[src/rtl/text_cell_writer_if.sv]
// rtl/text_cell_writer_if.sv - command stream, cell write port and status bundle for text_cell_writer
interface text_cell_writer_if;
   logic        cmd_valid;
   logic        cmd_ready;
   logic [1:0]  cmd;
   logic [12:0] arg;
   logic        wr_en;
   logic [12:0] wr_addr;
   logic [15:0] wr_data;
   logic [6:0]  cursor_col;
   logic [5:0]  cursor_row;
   logic        busy;

   // Command source side: issues commands, observes writes and status
   modport master (
      output cmd_valid, cmd, arg,
      input  cmd_ready, wr_en, wr_addr, wr_data, cursor_col, cursor_row, busy
   );

   // Writer side
   modport slave (
      input  cmd_valid, cmd, arg,
      output cmd_ready, wr_en, wr_addr, wr_data, cursor_col, cursor_row, busy
   );
endinterface

[src/rtl/text_cell_writer.sv]
// rtl/text_cell_writer.sv - text cell array write front end with cursor, colors and clear fill (option: TEXT_WRITER_NEWLINE_EN)
module text_cell_writer #(
   parameter int          NUM_COLS   = 84,
   parameter int          NUM_ROWS   = 64,
   parameter logic [7:0]  CLEAR_CHAR = 8'h20
) (
   input  logic               i_clk,
   input  logic               i_rst,
   text_cell_writer_if.slave  bus
);

   typedef enum logic {
      S_IDLE,
      S_CLEAR
   } state_t;

   localparam logic [1:0] OP_PUT_CHAR   = 2'd0;
   localparam logic [1:0] OP_SET_CURSOR = 2'd1;
   localparam logic [1:0] OP_SET_COLOR  = 2'd2;
   localparam logic [1:0] OP_CLEAR      = 2'd3;

   localparam logic [6:0] LAST_COL = 7'(NUM_COLS - 1);
   localparam logic [5:0] LAST_ROW = 6'(NUM_ROWS - 1);

   state_t      state,     nxt_state;
   logic [6:0]  cur_col,   nxt_cur_col;
   logic [5:0]  cur_row,   nxt_cur_row;
   logic [3:0]  fg,        nxt_fg;
   logic [3:0]  bg,        nxt_bg;
   logic        wr_en,     nxt_wr_en;
   logic [12:0] wr_addr,   nxt_wr_addr;
   logic [15:0] wr_data,   nxt_wr_data;
   logic        busy,      nxt_busy;

   logic        cmd_accept;
   logic [7:0]  put_char;
   logic        is_newline;
   logic        is_return;
   logic [6:0]  col_inc;
   logic [5:0]  row_inc;
   logic [6:0]  set_col;
   logic [6:0]  clr_col;
   logic [5:0]  clr_row;

   assign bus.cmd_ready  = !i_rst && (state == S_IDLE);
   assign cmd_accept     = bus.cmd_valid && bus.cmd_ready;

   assign put_char = bus.arg[7:0];

`ifdef TEXT_WRITER_NEWLINE_EN
   assign is_newline = (put_char == 8'h0A);
   assign is_return  = (put_char == 8'h0D);
`else
   assign is_newline = 1'b0;
   assign is_return  = 1'b0;
`endif

   // Wrapped neighbours of the cursor; row wraps independently of column
   assign col_inc = (cur_col == LAST_COL) ? 7'd0 : cur_col + 7'd1;
   assign row_inc = (cur_row == LAST_ROW) ? 6'd0 : cur_row + 6'd1;

   // Out-of-range SET_CURSOR columns pin to the rightmost column
   assign set_col = (bus.arg[12:6] > LAST_COL) ? LAST_COL : bus.arg[12:6];

   // The fill walks the address register itself: column-major, rows fastest
   assign clr_col = wr_addr[12:6];
   assign clr_row = wr_addr[5:0];

   // Next-state and output decode for command handling and the clear fill
   always_comb begin
      nxt_state   = state;
      nxt_cur_col = cur_col;
      nxt_cur_row = cur_row;
      nxt_fg      = fg;
      nxt_bg      = bg;
      nxt_wr_en   = 1'b0;
      nxt_wr_addr = wr_addr;
      nxt_wr_data = wr_data;
      nxt_busy    = busy;

      case (state)
         S_IDLE: begin
            if (cmd_accept) begin
               case (bus.cmd)
                  OP_PUT_CHAR: begin
                     if (is_newline) begin
                        nxt_cur_col = 7'd0;
                        nxt_cur_row = row_inc;
                     end else if (is_return) begin
                        nxt_cur_col = 7'd0;
                     end else begin
                        nxt_wr_en   = 1'b1;
                        nxt_wr_addr = {cur_col, cur_row};
                        nxt_wr_data = {fg, bg, put_char};
                        nxt_cur_col = col_inc;
                        if (cur_col == LAST_COL) begin
                           nxt_cur_row = row_inc;
                        end
                     end
                  end
                  OP_SET_CURSOR: begin
                     nxt_cur_col = set_col;
                     nxt_cur_row = bus.arg[5:0];
                  end
                  OP_SET_COLOR: begin
                     nxt_fg = bus.arg[7:4];
                     nxt_bg = bus.arg[3:0];
                  end
                  OP_CLEAR: begin
                     nxt_state   = S_CLEAR;
                     nxt_busy    = 1'b1;
                     nxt_wr_en   = 1'b1;
                     nxt_wr_addr = 13'd0;
                     nxt_wr_data = {fg, bg, CLEAR_CHAR};
                  end
                  default: begin
                  end
               endcase
            end
         end
         S_CLEAR: begin
            if ((clr_col == LAST_COL) && (clr_row == LAST_ROW)) begin
               nxt_state   = S_IDLE;
               nxt_busy    = 1'b0;
               nxt_cur_col = 7'd0;
               nxt_cur_row = 6'd0;
            end else begin
               nxt_wr_en = 1'b1;
               if (clr_row == LAST_ROW) begin
                  nxt_wr_addr = {clr_col + 7'd1, 6'd0};
               end else begin
                  nxt_wr_addr = {clr_col, clr_row + 6'd1};
               end
            end
         end
         default: begin
            nxt_state = S_IDLE;
         end
      endcase
   end

   // State and registered outputs; reset aborts any fill in progress
   always_ff @(posedge i_clk) begin
      if (i_rst) begin
         state   <= S_IDLE;
         cur_col <= 7'd0;
         cur_row <= 6'd0;
         fg      <= 4'hF;
         bg      <= 4'h0;
         wr_en   <= 1'b0;
         wr_addr <= 13'd0;
         wr_data <= 16'd0;
         busy    <= 1'b0;
      end else begin
         state   <= nxt_state;
         cur_col <= nxt_cur_col;
         cur_row <= nxt_cur_row;
         fg      <= nxt_fg;
         bg      <= nxt_bg;
         wr_en   <= nxt_wr_en;
         wr_addr <= nxt_wr_addr;
         wr_data <= nxt_wr_data;
         busy    <= nxt_busy;
      end
   end

   assign bus.wr_en      = wr_en;
   assign bus.wr_addr    = wr_addr;
   assign bus.wr_data    = wr_data;
   assign bus.cursor_col = cur_col;
   assign bus.cursor_row = cur_row;
   assign bus.busy       = busy;

endmodule

[src/flat_wrapper.sv]
// flat-port wrapper written by rule: the top's interface ports become plain ports
module text_cell_writer_flat 
#(
   parameter int          NUM_COLS   = 84,
   parameter int          NUM_ROWS   = 64,
   parameter logic [7:0]  CLEAR_CHAR = 8'h20
)
  (i_clk, i_rst, bus_cmd_valid, bus_cmd, bus_arg, bus_cmd_ready, bus_wr_en, bus_wr_addr, bus_wr_data, bus_cursor_col, bus_cursor_row, bus_busy);
  text_cell_writer_if bus_i ();
  input  logic i_clk;
  input  logic i_rst;
  input wire logic [$bits(bus_i.cmd_valid)-1:0] bus_cmd_valid;
  input wire logic [$bits(bus_i.cmd)-1:0] bus_cmd;
  input wire logic [$bits(bus_i.arg)-1:0] bus_arg;
  output wire logic [$bits(bus_i.cmd_ready)-1:0] bus_cmd_ready;
  output wire logic [$bits(bus_i.wr_en)-1:0] bus_wr_en;
  output wire logic [$bits(bus_i.wr_addr)-1:0] bus_wr_addr;
  output wire logic [$bits(bus_i.wr_data)-1:0] bus_wr_data;
  output wire logic [$bits(bus_i.cursor_col)-1:0] bus_cursor_col;
  output wire logic [$bits(bus_i.cursor_row)-1:0] bus_cursor_row;
  output wire logic [$bits(bus_i.busy)-1:0] bus_busy;
  assign bus_i.cmd_valid = bus_cmd_valid;
  assign bus_i.cmd = bus_cmd;
  assign bus_i.arg = bus_arg;
  assign bus_cmd_ready = bus_i.cmd_ready;
  assign bus_wr_en = bus_i.wr_en;
  assign bus_wr_addr = bus_i.wr_addr;
  assign bus_wr_data = bus_i.wr_data;
  assign bus_cursor_col = bus_i.cursor_col;
  assign bus_cursor_row = bus_i.cursor_row;
  assign bus_busy = bus_i.busy;
  text_cell_writer #(.NUM_COLS(NUM_COLS), .NUM_ROWS(NUM_ROWS), .CLEAR_CHAR(CLEAR_CHAR)) u_core (.i_clk(i_clk), .i_rst(i_rst), .bus(bus_i));
endmodule
[config.mk]
export PLATFORM = sky130hd
export DESIGN_NAME = text_cell_writer_flat
export DESIGN_NICKNAME = d
export VERILOG_FILES = /design/src/rtl/text_cell_writer_if.sv /design/src/rtl/text_cell_writer.sv /design/src/flat_wrapper.sv
export SDC_FILE = /design/constraint.sdc
export NUM_CORES = 1
export LEC_CHECK = 0
export ABC_CLOCK_PERIOD_IN_PS = 2000
export BUFFER_PORTS_ARGS = -buffer_cell sky130_fd_sc_hd__buf_2
export CAP_MARGIN = 15
export CORE_ASPECT_RATIO = 1.5
export CORE_MARGIN = 5
export CORE_UTILIZATION = 45
export CTS_CLUSTER_SIZE = 16
export DETAILED_ROUTE_END_ITERATION = 16
export GPL_ROUTABILITY_DRIVEN = 1
export HOLD_SLACK_MARGIN = 0.02
export PLACE_DENSITY = 0.68
export SLEW_MARGIN = 20
export SYNTH_ARGS = -nofsm -noshare
export SYNTH_HDL_FRONTEND = slang
export SYNTH_SLANG_ARGS = --single-unit
[constraint.sdc]
create_clock -name i_clk -period 2 [get_ports i_clk]
set_input_delay 0.2 -clock i_clk [delete_from_list [all_inputs] [get_ports i_clk]]
set_output_delay 0.2 -clock i_clk [all_outputs]
set_load 0.05 [all_outputs]
* Word level (Yosys, flattened, before mapping) *
Cells that the tools add are included.
Widths: inputs -> output; s select.

operators by class
  bitwise operators = 1
  $add $sub $neg = 4
  magnitude comparators = 1
  div/mod/pow operators = 0
  multipliers = 0
  reductions and logical operators = 14
  shift-type cells = 0
  multiplexer cells = 29
  equal/unequal tests = 15

operators with widths
  cell                 number
  $pmux 13 s2          2
  $mux 13              3
  $pmux 16 s2          1
  $mux 7               4
  $pmux 7 s2           2
  $mux 6               4
  $pmux 6 s2           2
  $reduce_and 3->1     5
  $add 7x1->7 const B  2
  $eq 7x7->1 const B   2
  $add 6x1->6 const B  2
  $eq 6x6->1 const B   2
  $ne 3x3->1 const B   3
  $mux 1               8
  $ne 2x2->1 const B   4
  $reduce_and 4->1     2
  $gt 7x7->1 const B   1
  $pmux 1 s2           3
  $eq 2x2->1 const B   2
  $logic_and 1x1->1    3
  $eq 2x1->1 const B   1
  $logic_not 2->1      1
  $ne 2x1->1 const B   1
  $reduce_bool 2->1    1
  other kinds (3)      3

word-level totals
  memory bits (read-only) = 0
  output and inout port bits = 45
  word-level logic and storage cells = 74
  RAM bits = 0
  memories kept = 0
  flip-flop bits (word level) = 53
  bits in latches = 0

* Longest topological paths before layout *
  word-level depth = 6
  mapped depth = 8
  gate-level depth less buffers = 7

* Worst setup path before layout *
Ideal clock, no wire load.

  kind = flip-flop to flip-flop
  start = reg u_core.wr_addr[0], in the netlist u_core.bus.wr_addr[0]
  end = reg u_core.wr_addr[5], in the netlist u_core.bus.wr_addr[5]
  setup slack = -231 ps
  period minus slack after synthesis = 2231 ps
  cell stages (with the launch flop) = 7
  data required time = 1872 ps
  data arrival time = 2103 ps
  setup time = 128 ps
  cell sequence = dfxtp_1 ha_1 nand2_1 o41ai_2 nand2_1 a22oi_1 nor2_1

on the way
  cells in the longest elaborated chain, start to end = 4
  elaborated cells on any way between the ends = 8

RTL lines
  item                                                    RTL line                                                                   text
  from (decl)                                             text_cell_writer.sv:31                                                     logic [12:0] wr_addr, nxt_wr_addr;
  from (signal assigned)                                  text_cell_writer.sv:161                                                    wr_addr <= nxt_wr_addr;
  $add 6x1->6 / $eq 6x6->1 (equally long branches)        text_cell_writer.sv:132, text_cell_writer.sv:122, text_cell_writer.sv:129
  $mux 13 / $logic_and 1x1->1 (equally long branches)     text_cell_writer.sv:129, text_cell_writer.sv:122
  $mux 13 / $ne 2x2->1 (equally long branches)            n/a
  $pmux 13 s2 / $reduce_and 3->1 (equally long branches)  n/a

Parallel ways exist; a longest one is shown, timed or not. The select of a mux whose other input is x is not followed.
A chain may end at the register's enable or synchronous reset.

* Final worst setup path *
  start = reg u_core.cur_col[3], in the netlist u_core.bus.cursor_col[3]
  end = reg u_core.cur_row[5], in the netlist u_core.bus.cursor_row[5]

on the way
  cells in the longest elaborated chain, start to end = 3

RTL lines
  item                        RTL line                 text
  from (decl)                 text_cell_writer.sv:26   logic [6:0] cur_col, nxt_cur_col;
  from (signal assigned)      text_cell_writer.sv:156  cur_col <= nxt_cur_col;
  $eq 7x7->1                  text_cell_writer.sv:96   if (cur_col == LAST_COL) begin
  $ne 3x3->1 (no line)        n/a
  $reduce_and 4->1 (no line)  n/a
  to (signal assigned)        text_cell_writer.sv:157  cur_row <= nxt_cur_row;
  to (decl)                   text_cell_writer.sv:27   logic [5:0] cur_row, nxt_cur_row;

Every way passes these cells.

==> run_results.csv <==
group,metric,value,unit
grt,grt_util_all_layers,21.4,%
timing,finalCritPeriodShare,93.0,%
timing,report.final.slew_viol_count,0,
timing,setup_violations,0,
floorplan,die_area,0.00793,mm²
placement,dpl.hpwl,6250,µm
grt,grt_pass1_vias,2674,
status,status,"completed",
yosys,yosysWarnings,0,
worst_setup_path,critical_path.max_stage_delay,500,ps
power,p_sw_share,30.3,%
yosys,synth-compound-area-share,24.4,%
clocking,clock_latency,310,ps
worst_setup_path,crit_path_cell_trace,"nor4b_4, a31oi_1, or2_1, or4_1, a21oi_1",
yosys,synth-xor-area-share,1.57,%
route,drtAntennaViolNets,0,
yosys,synthTopCellsByArea,"dfxtp_1, nand2_1, a21oi_1, nor2_1, ha_1",
clocking,cts_hold_buf,0,
placement,placed_area,0.00328,mm²
route,drc,0,
floorplan,die_w,74.4,µm
yosys,synth_nets,385,
timing,final.setup.worst_slack,140,ps
worst_setup_path,worstPathRequired,2250,ps
timing,fin_tns_setup,0,ps
power,pwr_density_cell,676,mW/mm²
clocking,cts_resized,0,
yosys,synth-seq-cells,53,
power,p_int,1.60,mW
placement,placedCellCount,497,
grt,grt_pass1_wl,13300,µm
timing,rsz0062_at_grt,"yes",
yosys,synth-simple-area-share,27.4,%
power,p_sw,697,µW
route,post_drt_wl_per_cell,16.4,µm
timing,finalCriticalPeriod,1860,ps
worst_hold_path,hold_class,"input pin to register",
floorplan,fp.dieH,107,µm
cells_and_area,layout.nets,456,
power,clkPwrFrac,32.4,%
cells_and_area,layout.cells.non_filler,505,
grt,grt_overflow_total,0,
cells_and_area,area_growth,21.6,%
route,vias,2840,
cells_and_area,n_antenna_cell,0,
yosys,synth_ff_type,"dfxtp_1",
floorplan,start_util,46.0,%
worst_setup_path,startpoint_type,"register",
yosys,synth.top_cell.area_share,37.9,%
timing,fmax,538,MHz
route,routed_via_density,5.62,
job,cap_violations,0,
yosys,async_reset_ff_share,0,%
yosys,synthMuxAreaShare,0.358,%
route,drt_first_iter_violations,223,
yosys,syn_area_per_cell,7.79,µm²
yosys,seq_area_frac_synth,37.9,%
yosys,netlist_area,0.00280,mm²
worst_setup_path,critical_path_class,"register to register",
clocking,cts_htree_levels,2,
power,pwr-share-seq,49.2,%
power,comb_power_share,18.3,%
route,first_pass_iters,4,
yosys,synth_top_family_by_area,"simple AND/OR/NAND/NOR gates",
clocking,cts.sinks,53,
timing,tightestPinTransition,648,ps
placement,portBuffers,62,
yosys,yosysMostFrequentCell,"nand2_1",
floorplan,design.portCount,63,
power,vdd_drop_max,0.446,mV
timing,slew_headroom,56.5,%
clocking,cts_inserted_buffers,5,
worst_setup_path,end_kind,"register",
worst_setup_path,crit_path_top_delay_cell,"or4_1",
placement,preCtsSetupSlack,170,ps
yosys,synth_fa_ha_area_share,3.58,%
yosys,synth_edf_count,0,
worst_setup_path,worstPathArrival,2110,ps
timing,skew,8.64,ps
power,p_leak,1.45,nW
worst_hold_path,timing.hold.worst_path_depth,3,
cells_and_area,drive_above_1_share,25.1,%
worst_setup_path,worst_r2r_path_depth,5,
grt,antenna_found_initial,0,
grt,grt_max_degree,28,
clocking,cts_tree,"done",
clocking,cts_setup_buffers,0,
timing,hold_viol,0,
clocking,ctsLongestPathBuffers,2,
clocking,clk_pin_slew,100,ps
floorplan,row_count,35,
cells_and_area,final_area,0.00340,mm²
timing,holdWs,147,ps
floorplan,core,0.00609,mm²
clocking,root_buffer,"clkbuf_8",
yosys,ys_types,60,
yosys,yosys-top-cells-count,"nand2_1, dfxtp_1, a21oi_1",
yosys,yosys.area.top_type,"dfxtp_1",
route,wirelength,8260,µm
yosys,postSynthCellCount,359,
cells_and_area,fillers,622,
worst_setup_path,cp_max_fo,9,
placement,gp_congestion,0.891,
-- through the flow --
step | total power, mW | util (%)
floorplan | 1.44 | -
global placement | 1.57 | 53.9
detailed placement | 1.57 | 53.9
CTS | 2.31 | 55.7
global route | 2.40 | 55.9
finish | 2.30 | 55.9
-- kinds of logic after synthesis --
logic type	after synthesis
compound gates	103
xor+xnor	5
fa+ha+maj	8
buf+inv	31
flops	53
mux	1
simple gates	158
-- per-layer routing --
metal  GRT usage, %  routed length, µm  vias up
li1               -                  -     1429
met2           35.7               4310       87
met4           11.1                295        0
met5              0                  0        -
met1           26.1               3340     1303
met3           2.91                319       21
-- cell usage in the layout, fill, tap and decap left out, drive strengths merged, types with 9 or more instances in the layout --
| cell | count |
|---|---|
| nand2 | 58 |
| dfxtp | 53 |
| nand3 | 20 |
| and3 | 13 |
| buf | 83 |
| a21oi | 40 |
| inv | 12 |
| nor2 | 34 |
| o21ai | 16 |
| nor3 | 9 |
-- registers in the layout (all words and copies together), names as in the netlist --
register               cells
u_core.bus.busy            1
u_core.bus.cursor_col      7
u_core.bus.wr_en           1
u_core.fg                  4
u_core.bus.wr_addr        13
u_core.bg                  4
u_core.bus.wr_data        16
u_core.state               1
u_core.bus.cursor_row      6
-- power by group through the flow --
stage | clock, mW | combinational [mW] | sequential [mW]
floorplan | 0 | 0.182 | 1.25
global placement | 0 | 0.417 | 1.15
detailed placement | 0 | 0.418 | 1.16
CTS | 0.759 | 0.419 | 1.13
global route | 0.807 | 0.459 | 1.14
finish | 0.745 | 0.422 | 1.13
-- final timing paths --
path | startpoint | end | slack (ps)
max | u_core.bus.cursor_col[3] | u_core.bus.cursor_row[5] | 140
min reg2reg | u_core.bus.wr_data[8] | u_core.bus.wr_data[8] | 460
max reg2reg | u_core.bus.cursor_col[3] | u_core.bus.cursor_row[5] | 140
min | bus_arg[2] | u_core.bg[2] | 150
-- worst max-delay path: cells and delay by family (launching register included) --
| family | cells | cell delay [ps] |
|---|---|---|
| flops | 1 | 390 |
| compound gates | 2 | 280 |
| simple gates | 3 | 1120 |
-- area by class of cell --
type                    count  area (µm²)  share of cell area, %
inverters                  12        45.0                   1.32
clock inverters             2        38.8                   1.14
clock buffers               6        72.6                   2.13
flip-flops and latches     53        1070                   31.5
repair buffers             83         468                   13.8
well taps                  74        92.6                   2.72
multi-input cells         275        1610                   47.4
(Power assumes the default switching activity.)
